`config.mk`:
```
export PLATFORM = sky130hd
export DESIGN_NAME = program_loader
export DESIGN_NICKNAME = d
export VERILOG_FILES = /design/src/rtl/program_loader_pkg.sv /design/src/rtl/program_loader_byte_word_packer.sv /design/src/rtl/program_loader.sv
export SDC_FILE = /design/constraint.sdc
export NUM_CORES = 1
export LEC_CHECK = 0
export BUFFER_PORTS_ARGS = -buffer_cell sky130_fd_sc_hd__buf_2
export CORE_MARGIN = 2
export CORE_UTILIZATION = 38
export DETAILED_ROUTE_END_ITERATION = 10
export GPL_ROUTABILITY_DRIVEN = 0
export PLACE_DENSITY = 0.58
export REMOVE_ABC_BUFFERS = 1
export SETUP_SLACK_MARGIN = 0.15
export SYNTH_ARGS = -nofsm -noshare
export SYNTH_HDL_FRONTEND = slang
export SYNTH_SLANG_ARGS = --single-unit
```
`constraint.sdc`:
```
create_clock -name i_clk -period 2.8 [get_ports i_clk]
set_input_delay 0.14 -clock i_clk [delete_from_list [all_inputs] [get_ports i_clk]]
set_output_delay 0.14 -clock i_clk [all_outputs]
set_load 0.005 [all_outputs]
```
`src/rtl/program_loader_pkg.sv`:
```
// Shared definitions for the instruction-memory load path: loader FSM states,
// word geometry and the HALT encoding also used by the decoder and debug unit.
package program_loader_pkg;

  typedef enum logic [1:0] {
    S_IDLE  = 2'd0,
    S_RECV  = 2'd1,
    S_WRITE = 2'd2,
    S_DONE  = 2'd3
  } loader_state_e;

  localparam int NBITS_DEF      = 8;
  localparam int INST_BITS_DEF  = 32;
  localparam int BYTES_PER_WORD = INST_BITS_DEF / NBITS_DEF;

  localparam logic [INST_BITS_DEF-1:0] HALT_INST_DEF = 32'hFFFF_FFFF;

endpackage

```
`src/rtl/program_loader_byte_word_packer.sv`:
```
// Big-endian byte-to-word shift register with a byte counter; word_ready_o
// flags the cycle whose accepted byte completes a word (word_next_o is then valid).
module program_loader_byte_word_packer #(
  parameter int NBITS     = 8,
  parameter int INST_BITS = 32
) (
  input  logic                 i_clk,
  input  logic                 i_rst,
  input  logic                 clr_i,
  input  logic                 shift_i,
  input  logic [NBITS-1:0]     byte_i,
  output logic [INST_BITS-1:0] word_next_o,
  output logic                 word_ready_o
);

  localparam int BPW = INST_BITS / NBITS;
  localparam int CW  = (BPW > 1) ? $clog2(BPW) : 1;
  localparam logic [CW-1:0] LAST_CNT = CW'(BPW - 1);

  logic [CW-1:0]        cnt_q, cnt_d;
  logic [INST_BITS-1:0] word_q;

  assign word_next_o  = {word_q[INST_BITS-NBITS-1:0], byte_i};
  assign word_ready_o = shift_i && (cnt_q == LAST_CNT);

  always_comb begin
    cnt_d = cnt_q;
    if (clr_i) begin
      cnt_d = '0;
    end else if (shift_i) begin
      cnt_d = (cnt_q == LAST_CNT) ? '0 : cnt_q + 1'b1;
    end
  end

  always_ff @(posedge i_clk) begin
    if (i_rst) begin
      cnt_q <= '0;
    end else begin
      cnt_q <= cnt_d;
    end
  end

  // Data path: cleared on a new load only; a completed word is consumed via word_next_o.
  always_ff @(posedge i_clk) begin
    if (clr_i) begin
      word_q <= '0;
    end else if (shift_i) begin
      word_q <= word_next_o;
    end
  end

endmodule

```
`src/rtl/program_loader.sv`:
```
// Instruction-memory loader: packs UART bytes into big-endian words and writes
// them at consecutive word addresses until a HALT word or the memory fills.
module program_loader
  import program_loader_pkg::*;
#(
  parameter int NBITS     = NBITS_DEF,
  parameter int INST_BITS = INST_BITS_DEF,
  parameter int CELLS     = 256,
  parameter logic [INST_BITS-1:0] HALT_INST = INST_BITS'(HALT_INST_DEF)
) (
  input  logic                 i_clk,
  input  logic                 i_rst,
  input  logic                 i_start,
  input  logic [NBITS-1:0]     i_rx_data,
  input  logic                 i_rx_valid,
  output logic [INST_BITS-1:0] o_addr_wr,
  output logic [INST_BITS-1:0] o_data,
  output logic                 o_wr_en,
  output logic                 o_busy,
  output logic                 o_done,
  output logic                 o_full,
  output logic [INST_BITS-1:0] o_inst_count
);

  localparam logic [INST_BITS-1:0] LAST_ADDR = INST_BITS'(CELLS - BYTES_PER_WORD);
  localparam logic [INST_BITS-1:0] WORD_STEP = INST_BITS'(BYTES_PER_WORD);

  loader_state_e        state_q, state_d;
  logic [INST_BITS-1:0] addr_q, addr_d;
  logic [INST_BITS-1:0] data_q, data_d;
  logic [INST_BITS-1:0] cnt_q, cnt_d;
  logic                 wr_en_q, wr_en_d;
  logic                 busy_q, busy_d;
  logic                 done_q, done_d;
  logic                 full_q, full_d;

  logic                 pk_clr, pk_shift, pk_ready;
  logic [INST_BITS-1:0] pk_word_next;

  program_loader_byte_word_packer #(
    .NBITS     (NBITS),
    .INST_BITS (INST_BITS)
  ) u_packer (
    .i_clk        (i_clk),
    .i_rst        (i_rst),
    .clr_i        (pk_clr),
    .shift_i      (pk_shift),
    .byte_i       (i_rx_data),
    .word_next_o  (pk_word_next),
    .word_ready_o (pk_ready)
  );

  always_comb begin
    state_d  = state_q;
    addr_d   = addr_q;
    data_d   = data_q;
    cnt_d    = cnt_q;
    wr_en_d  = 1'b0;
    busy_d   = busy_q;
    done_d   = done_q;
    full_d   = full_q;
    pk_clr   = 1'b0;
    pk_shift = 1'b0;
    case (state_q)
      S_IDLE, S_DONE: begin
        if (i_start) begin
          state_d = S_RECV;
          addr_d  = '0;
          cnt_d   = '0;
          busy_d  = 1'b1;
          done_d  = 1'b0;
          full_d  = 1'b0;
          pk_clr  = 1'b1;
        end
      end
      S_RECV: begin
        pk_shift = i_rx_valid;
        if (pk_ready) begin
          state_d = S_WRITE;
          wr_en_d = 1'b1;
          data_d  = pk_word_next;
        end
      end
      S_WRITE: begin
        cnt_d = cnt_q + 1'b1;
        if (data_q == HALT_INST || addr_q == LAST_ADDR) begin
          // Terminal write: any byte arriving now belongs to no load and is dropped.
          state_d = S_DONE;
          busy_d  = 1'b0;
          done_d  = 1'b1;
          full_d  = (data_q != HALT_INST);
        end else begin
          // Continuing: a byte in this cycle becomes byte 0 of the next word.
          state_d  = S_RECV;
          addr_d   = addr_q + WORD_STEP;
          pk_shift = i_rx_valid;
        end
      end
      default: state_d = S_IDLE;
    endcase
  end

  always_ff @(posedge i_clk) begin
    if (i_rst) begin
      state_q <= S_IDLE;
      addr_q  <= '0;
      data_q  <= '0;
      cnt_q   <= '0;
      wr_en_q <= 1'b0;
      busy_q  <= 1'b0;
      done_q  <= 1'b0;
      full_q  <= 1'b0;
    end else begin
      state_q <= state_d;
      addr_q  <= addr_d;
      data_q  <= data_d;
      cnt_q   <= cnt_d;
      wr_en_q <= wr_en_d;
      busy_q  <= busy_d;
      done_q  <= done_d;
      full_q  <= full_d;
    end
  end

  assign o_addr_wr    = addr_q;
  assign o_data       = data_q;
  assign o_wr_en      = wr_en_q;
  assign o_busy       = busy_q;
  assign o_done       = done_q;
  assign o_full       = full_q;
  assign o_inst_count = cnt_q;

endmodule

```
==> results of run 1 <==
worst paths after layout:
path,to,startpoint,depth (start not counted)
hold reg to reg,o_data[25],u_packer.word_q[17],2
setup reg to reg,o_addr_wr[26],state_q[0],7
hold / removal,o_wr_en,i_rst,2
setup / recovery,o_addr_wr[26],state_q[0],7
cells in the final DEF (no fill, tap or decap), types with 2 or more instances in the layout:
| master | n |
|---|---|
| ha_1 | 5 |
| inv_1 | 7 |
| dlygate4sd3_1 | 8 |
| and2_1 | 7 |
| nand4_1 | 27 |
| or2_2 | 2 |
| a21oi_1 | 69 |
| clkbuf_8 | 2 |
| nand3b_1 | 2 |
| and4_1 | 4 |
| or3_1 | 29 |
| nand3_1 | 25 |
| clkinv_2 | 4 |
| o31ai_1 | 5 |
| clkbuf_16 | 17 |
| clkbuf_1 | 4 |
| mux2i_1 | 3 |
| or4_2 | 2 |
| and3_2 | 2 |
| buf_2 | 109 |
| nor2_1 | 50 |
| clkinvlp_4 | 2 |
| nor3_1 | 5 |
| xor2_1 | 13 |
| and3_1 | 8 |
| nor4_1 | 8 |
| nor2b_1 | 2 |
| nand2_1 | 140 |
| o21ai_0 | 54 |
| conb_1 | 2 |
| or4_1 | 7 |
| buf_4 | 10 |
| xnor2_1 | 12 |
| dfxtp_1 | 125 |
per-stage QoR:
| stage | TNS, ns | power [uW] | util [%] | worst slack, ns |
|---|---|---|---|---|
| 2_1_floorplan | -10.48 | 1930 | - | -0.438 |
| 3_3_place_gp | 0 | 2000 | 43.9 | 0.295 |
| 3_5_place_dp | 0 | 2000 | 43.9 | 0.214 |
| 4_1_cts | 0 | 4020 | 48.3 | 0.196 |
| 5_1_grt | 0 | 4130 | 48.4 | 0.213 |
| 6_report | 0 | 3980 | 48.4 | 0.325 |
cells in the mapped netlist, drive strengths merged:
cell type | count | area [sq um]
a21boi | 1 | 7.51
a21oi | 69 | 345
a22oi | 1 | 7.51
a31o | 1 | 8.76
a31oi | 1 | 6.26
a41o | 1 | 10.0
and2 | 7 | 43.8
and2b | 1 | 7.51
and3 | 10 | 65.1
and4 | 6 | 56.3
buf | 5 | 32.5
clkbuf | 37 | 139
conb | 1 | 3.75
dfxtp | 126 | 2520
ha | 6 | 75.1
inv | 7 | 26.3
mux2 | 1 | 11.3
mux2i | 3 | 30.0
nand2 | 140 | 526
nand2b | 1 | 6.26
nand3 | 25 | 125
nand3b | 2 | 15.0
nand4 | 28 | 190
nand4b | 1 | 8.76
nor2 | 50 | 188
nor2b | 2 | 12.5
nor3 | 5 | 25.0
nor4 | 9 | 62.6
o211ai | 1 | 7.51
o21ai | 54 | 270
o21bai | 2 | 15.0
o311ai | 1 | 8.76
o31ai | 5 | 37.5
or2 | 2 | 12.5
or3 | 30 | 189
or4 | 9 | 70.1
xnor2 | 12 | 105
xor2 | 13 | 114
layer usage:
layer	vias to the layer above	wire length, um
li1	2578	-
met1	2384	6160
met2	115	6590
met3	24	823
met4	2	233
met5	-	7
cell families after synthesis:
kind of cell / synth area share [%]
buf+inv: 3.67
compound gates: 13.4
other cells: 0.0696
simple gates: 29.8
fa+ha+maj: 1.39
flops: 46.8
xor+xnor: 4.07
mux: 0.767
worst reg2reg max path, stage by stage (launching register included):
cell and delay, ns:
dfxtp_2 0.35, inv_1 0.08, ha_4 0.26, and2b_2 0.24, or2_2 0.33, or4_2 0.68, or3_1 0.32, a21oi_1 0.15
layout make-up:
type	count	area share, %
tap	180	3.35
clock buffer	23	6.96
clock inverter	7	0.968
timing repair buffer	128	10.7
sequential	126	37.6
multi-input combinational	502	40.0
inverter	7	0.391
what timing repair did:
action | CTS | global route
gates resized for setup | 0 | 3
setup endpoints to repair | 0 | 4
hold buffers | 8 | 0
hold endpoints to repair | 16 | 0
where the power goes:
| part | leakage (uW) | internal, uW | switching (uW) |
|---|---|---|---|
| combinational | 0.00128 | 50.7 | 102 |
| sequential | 0.00102 | 1810 | 13.9 |
| clock | 0.000259 | 1250 | 754 |
registers in the layout, summed over array words and instances (netlist names):
register	cells
state_q	2
u_packer.word_q	24
o_inst_count	32
o_wr_en	1
o_done	1
o_busy	1
o_data	32
u_packer.cnt_q	2
o_addr_wr	30
o_full	1
==> flow_summary.json, run 1 <==
{
  "vias": 5103,
  "cap_violations": 0,
  "drtIter0Drc": 277,
  "numCtsBuffers": 17,
  "path_max_fanout": 6,
  "gr-total-overflow": 0,
  "peakVddDrop_uv": 547,
  "final_nets": 800,
  "fmax_ghz": 0.404,
  "syn_inst": 676,
  "netlist_area_sq_um": 5390,
  "slowest_stage": "or4_2",
  "drtAntennaViolNets": 0,
  "worstSetupPathType": "register to register",
  "die_x_um": 123,
  "multi_input_area_sq_um": 2690,
  "fin_crit_ns": 2.48,
  "grt_first_pass_wirelength_mm": 22.7,
  "hold_path_class": "input port to register",
  "use_met3_pct": 6.32,
  "rows": 43,
  "drv_slew": 0,
  "die_height_um": 123,
  "met2_usage_pct": 30.9,
  "rsz0062_at_grt": "false",
  "antenna_found_initial": 1,
  "avgSynthCellArea_sq_um": 7.97,
  "antennaDiodeCount": 0,
  "clk_path_buf_depth": 2,
  "crit_arrival_ns": 2.81,
  "p_leak_uw": 0.00256,
  "cts_max_level": 4,
  "ys_ff_latch": 126,
  "portBuffers": 109,
  "drive_gt1_share_pct": 20.7,
  "worst_slew_pin_slew_ns": 0.506,
  "yosys_warnings": 0,
  "route.detailed.drc": 0,
  "cp_slowest_stage_delay_ns": 0.68,
  "clk_pin_slew_ns": 0.05,
  "grt_pass1_vias": 4765,
  "postCtsSetupBuffers": 0,
  "ios": 112,
  "skew_ns": 0.00781,
  "worstSkewPairLatency_ns": 0.41,
  "dp_cells": 935,
  "cts_tree": "yes",
  "end_kind": "register",
  "relSlewSlack_pct": 66.0,
  "drtPass1Iterations": 4,
  "start_util_pct": 38.8,
  "finalHoldViolations": 0,
  "crit_buf_inv": 1,
  "setup_viol": 0,
  "placed_area_sq_um": 6090,
  "root_buffer": "clkbuf_16",
  "status": "finished, final reports clean",
  "grtUsageTotal_pct": 18.9,
  "post_drt_wl_per_cell_um": 14.2,
  "seqCellArea_sq_um": 2520,
  "crit_path_cell_trace": "inv_1 > ha_4 > and2b_2 > or2_2 > or4_2 > or3_1 > a21oi_1",
  "die-area_sq_um": 15100,
  "detail_route.vias_per_cell": 5.24,
  "n_fill_cell": 1365,
  "finalNonFillerCells": 973,
  "core_area_sq_um": 13900,
  "critPathLaunchType": "register",
  "ff2ff_setup_slack_ns": 0.32,
  "clkSinkCount": 126,
  "synth.distinct_cells": 46,
  "syn_to_final_growth_pct": 24.8,
  "stdcell_area_sq_um": 6720,
  "period_share_pct": 88.4,
  "critPathTopFamily": "simple AND/OR/NAND/NOR gates",
  "whs_ns": 0.135,
  "crit_required_ns": 3.14,
  "totalWireLength_mm": 13.8,
  "grtUsageMet1_pct": 22.8,
  "hpwl_mm": 9.33,
  "grt_max_degree": 61,
  "cellPowerDensity_nw_per_um2": 592,
  "yosysSeqAreaShare_pct": 46.8,
  "busiest_layer": "met2"
}
Note: power is estimated with default switching activity, not from simulation.
==> run 2: changes to the inputs <==
Settings changed: MAX_ROUTING_LAYER from default to met4.
==> run 2 against run 1 <==
Net effect:
- first-iteration DRC count fell by 7.9%
- global-route usage rose by 0.54 points
- routed wire length down 0.33%
- total power decreased by 0.14%
- die area unchanged
- clock power about the same
- fmax grew 0.33%
- register-to-register slack hardly changed
- clock-buffer cell count did not move
- critical path type unchanged
==> flow_summary.json, run 2 (same netlist as run 1, synthesis figures left out) <==
{
  "status": "finished, final reports clean",
  "fmax_ghz": 0.405,
  "period_share_pct": 88.1,
  "worstReg2RegStart": "state_q[0]",
  "hpwl_mm": 9.33,
  "final_cell_mix": "nand2_1 (140), dfxtp_1 (125), buf_2 (109)",
  "critPathLaunchType": "register",
  "totalWireLength_mm": 13.8,
  "drtIter0Drc": 255,
  "hold_path_class": "input port to register",
  "grt_first_pass_wirelength_mm": 22.7,
  "cap_violations": 0,
  "drtPass1Iterations": 4,
  "relSlewSlack_pct": 65.7,
  "path_max_fanout": 6,
  "numCtsBuffers": 17,
  "rows": 43,
  "min_to": "o_wr_en",
  "hp-start": "i_rst",
  "portBuffers": 109,
  "fin_crit_ns": 2.47,
  "p_leak_uw": 0.00256,
  "syn_to_final_growth_pct": 24.8,
  "n_fill_cell": 1364,
  "final_common_cell": "nand2_1",
  "antenna_found_initial": 1,
  "worstSetupPathType": "register to register",
  "post_drt_wl_per_cell_um": 14.1,
  "clk_pin_slew_ns": 0.05,
  "die_height_um": 123,
  "cts_max_level": 4,
  "gr-total-overflow": 0,
  "ff2ff_setup_slack_ns": 0.33,
  "peakVddDrop_uv": 547,
  "cts_tree": "yes",
  "clkSinkCount": 126,
  "skew_ns": 0.00672,
  "hold_depth": 2,
  "end_kind": "register",
  "clk_path_buf_depth": 2,
  "rsz0062_at_grt": "false",
  "core_area_sq_um": 13900,
  "grt_max_degree": 61,
  "route.detailed.drc": 0,
  "placed_area_sq_um": 6090,
  "crit_required_ns": 3.14,
  "worstSkewPairLatency_ns": 0.41,
  "drv_slew": 0,
  "die_x_um": 123,
  "start_util_pct": 38.8,
  "stdcell_area_sq_um": 6720,
  "die-area_sq_um": 15100,
  "setup_viol": 0,
  "detail_route.vias_per_cell": 5.24,
  "drive_gt1_share_pct": 20.7,
  "worst_r2r_endpoint": "o_addr_wr[26]",
  "drtAntennaViolNets": 0,
  "vias": 5104,
  "finalHoldViolations": 0,
  "final_nets": 800,
  "grtUsageTotal_pct": 19.4,
  "worst_slew_pin_slew_ns": 0.511,
  "finalNonFillerCells": 974,
  "ios": 112,
  "crit_arrival_ns": 2.81,
  "dp_cells": 935,
  "cellPowerDensity_nw_per_um2": 591,
  "root_buffer": "clkbuf_16",
  "grt_pass1_vias": 4754,
  "rr_worst_depth": 7
}
==> run 2: metal layers <==
metal | up-vias | share of wire, % | track usage, %
met3 | 14 | 5.9 | 6.04
li1 | 2580 | - | -
met2 | 122 | 48 | 30.8
met4 | 0 | 1.1 | 7.74
met5 | - | 0 | -
met1 | 2388 | 45 | 23.0
==> run 2: metrics by stage <==
step,setup WS [ns],hold slack (ns),TNS (ns),utilization (%),power [uW]
2_1_floorplan,-0.438,0.209,-10.48,-,1930
3_3_place_gp,0.295,0.357,0,43.9,2000
3_5_place_dp,0.214,0.358,0,43.9,2000
4_1_cts,0.196,0.135,0,48.3,4020
5_1_grt,0.213,0.155,0,48.4,4130
6_report,0.333,0.143,0,48.4,3970
==> run 2: how the worst max path moves through the flow <==
stage	endpoint	slack [ns]	depth (start not counted)	from
CTS	o_addr_wr[26]	0.20	7	state_q[0]
global placement	o_addr_wr[26]	0.30	7	state_q[0]
finish	o_addr_wr[26]	0.33	7	state_q[0]
detailed placement	o_addr_wr[26]	0.21	7	state_q[0]
global route	o_addr_wr[26]	0.21	7	state_q[0]
floorplan	o_addr_wr[24]	-0.44	6	o_addr_wr[2]
==> run 2: final cells by class <==
class | instances | area [sq um] | share of cell area (%)
diodes | 1 | 2.50 | 0.0372
inverters | 7 | 26.3 | 0.391
clock inverters | 7 | 65.1 | 0.968
flip-flops and latches | 126 | 2520 | 37.5
multi-input cells | 502 | 2690 | 40.0
well taps | 180 | 225 | 3.35
repair buffers | 128 | 721 | 10.7
clock buffers | 23 | 468 | 6.96
==> run 2: critical path, cell delays in order, from the launching register on <==
cell and delay [ns]:
dfxtp_2 0.35, inv_1 0.08, ha_4 0.26, and2b_2 0.23
or2_2 0.33, or4_2 0.68, or3_1 0.32, a21oi_1 0.14
==> run 2: what timing repair did <==
| action | in CTS | in global routing |
|---|---|---|
| setup buffers | 0 | 0 |
| setup endpoints to repair | 0 | 4 |
| endpoints found under the hold margin | 16 | 0 |
| resized for setup | 0 | 3 |
| hold buffers | 8 | 0 |
==> run 2: report_power, final <==
group	switching [uW]	internal (uW)
clock	749	1250
sequential	13.9	1810
combinational	101	50.6
==> run 3: changes to the inputs <==
Settings changed: BUFFER_PORTS_ARGS -buffer_cell sky130_fd_sc_hd__buf_2 to default, DONT_BUFFER_PORTS from default to 1, PLACE_DENSITY 0.58 to 0.51.
==> run 3 against run 2 <==
Net effect:
- design area decreased by 6.3%
- critical path depth did not move
- combinational power down 7%
- routed wire length decreased by 0.26%
- fmax fell by 1.0%
- critical path type unchanged
- highest routed layer unchanged
==> flow_summary.json, run 3 (same netlist as run 1, synthesis figures left out) <==
{
  "gr-total-overflow": 0,
  "clk_path_buf_depth": 2,
  "syn_to_final_growth_pct": 16.9,
  "fin_crit_ns": 2.49,
  "detail_route.vias_per_cell": 5.43,
  "worstSetupPathType": "register to register",
  "crit_required_ns": 3.14,
  "p_leak_uw": 0.00203,
  "busiest_layer": "met2",
  "worstSkewPairLatency_ns": 0.42,
  "rows": 43,
  "finish.utilization_pct": 45.4,
  "route.detailed.drc": 0,
  "final_nets": 692,
  "peakVddDrop_uv": 392,
  "clk_pin_slew_ns": 0.05,
  "crit_arrival_ns": 2.84,
  "final_common_cell": "nand2_1",
  "setup_viol": 0,
  "drtPass1Iterations": 4,
  "cts_tree": "yes",
  "totalWireLength_mm": 13.7,
  "fmax_ghz": 0.401,
  "die-area_sq_um": 15100,
  "numCtsBuffers": 17,
  "ios": 112,
  "drv_slew": 0,
  "hold_path_class": "input port to register",
  "cap_violations": 0,
  "worst_slew_pin_slew_ns": 0.514,
  "whs_ns": 0.0171,
  "cts_resized": 0,
  "drtAntennaViolNets": 0,
  "relSlewSlack_pct": 65.4,
  "root_buffer": "clkbuf_16",
  "die_height_um": 123,
  "cts_max_level": 4,
  "cellPowerDensity_nw_per_um2": 695,
  "antennaDiodeCount": 0,
  "hpwl_mm": 9.19,
  "period_share_pct": 89.0,
  "clkSinkCount": 126,
  "grt_max_degree": 61,
  "grt_first_pass_wirelength_mm": 22.3,
  "vias": 4712,
  "status": "finished, final reports clean",
  "drtIter0Drc": 270,
  "grtUsageMet1_pct": 23.1,
  "antenna_found_initial": 0,
  "post_drt_wl_per_cell_um": 15.8,
  "drive_gt1_share_pct": 8.30,
  "end_kind": "register",
  "rsz0062_at_grt": "false",
  "path_max_fanout": 6,
  "critPathLaunchType": "register",
  "start_util_pct": 38.8,
  "grtUsageTotal_pct": 19.5,
  "met2_usage_pct": 30.4,
  "use_met3_pct": 7.20,
  "n_fill_cell": 1398,
  "portBuffers": 0,
  "final_cell_mix": "nand2_1 (140), dfxtp_1 (126), a21oi_1 (69)",
  "grt_pass1_vias": 4468,
  "skew_ns": 0.0102,
  "core_area_sq_um": 13900,
  "finalHoldViolations": 0,
  "die_x_um": 123,
  "stdcell_area_sq_um": 6300,
  "placed_area_sq_um": 5540
}
[run 3: power breakdown]
part / switching (uW) / total, uW / leakage [uW] / internal (uW)
clock network: 789 / 2410 / 0.000316 / 1620
logic: 95.5 / 141 / 0.000703 / 45.6
registers: 17.0 / 1830 / 0.00102 / 1810
[run 3: repair_timing]
action / CTS / global route
buffers inserted: 0 / 0
hold buffers: 10 / 0
hold endpoints to repair: 52 / 0
[run 3: per-layer routing]
layer  wire length, um  up-vias  share of wire [%]
met5                 0        -                  0
met4               181        0                1.3
met3               999       16                7.3
met2              6410      126                 47
met1              6140     2218                 45
li1                  -     2352                  -
[run 3: worst paths after layout]
| path | start | cells past startpoint | endpoint | slack [ns] |
|---|---|---|---|---|
| setup / recovery | state_q[0] | 7 | o_addr_wr[26] | 0.31 |
| hold reg to reg | u_packer.word_q[21] | 2 | o_data[29] | 0.46 |
| setup reg to reg | state_q[0] | 7 | o_addr_wr[26] | 0.31 |
| hold / removal | i_start | 2 | u_packer.cnt_q[0] | 0.02 |
[run 3: cell type report]
type,instances,area [sq um],share of cell area (%)
Clock inverter,12,190,3.02
Tap cell,180,225,3.58
Sequential cell,126,2520,40.1
Clock buffer,20,457,7.25
Inverter,7,26.3,0.417
Multi-Input combinational cell,502,2680,42.5
Timing Repair Buffer,20,198,3.14
[run 3: worst max-delay path, cell delays in order, from the launching register on]
cell and delay [ns]:
dfxtp_1 0.37, inv_1 0.06, ha_1 0.31, and2b_1 0.22, or2_2 0.34, or4_2 0.68, or3_1 0.32, a21oi_1 0.13
[run 3: stage by stage]
| stage | worst slack [ns] | power, uW | TNS, ns | std cells |
|---|---|---|---|---|
| after global routing | 0.178 | 4530 | 0 | 867 |
| after CTS | 0.308 | 4430 | 0 | 867 |
| after floorplan | -0.438 | 1930 | -10.48 | 635 |
| after detailed placement | 0.315 | 1980 | 0 | 825 |
| after global placement | 0.384 | 1980 | 0 | 825 |
| final | 0.308 | 4370 | 0 | 867 |
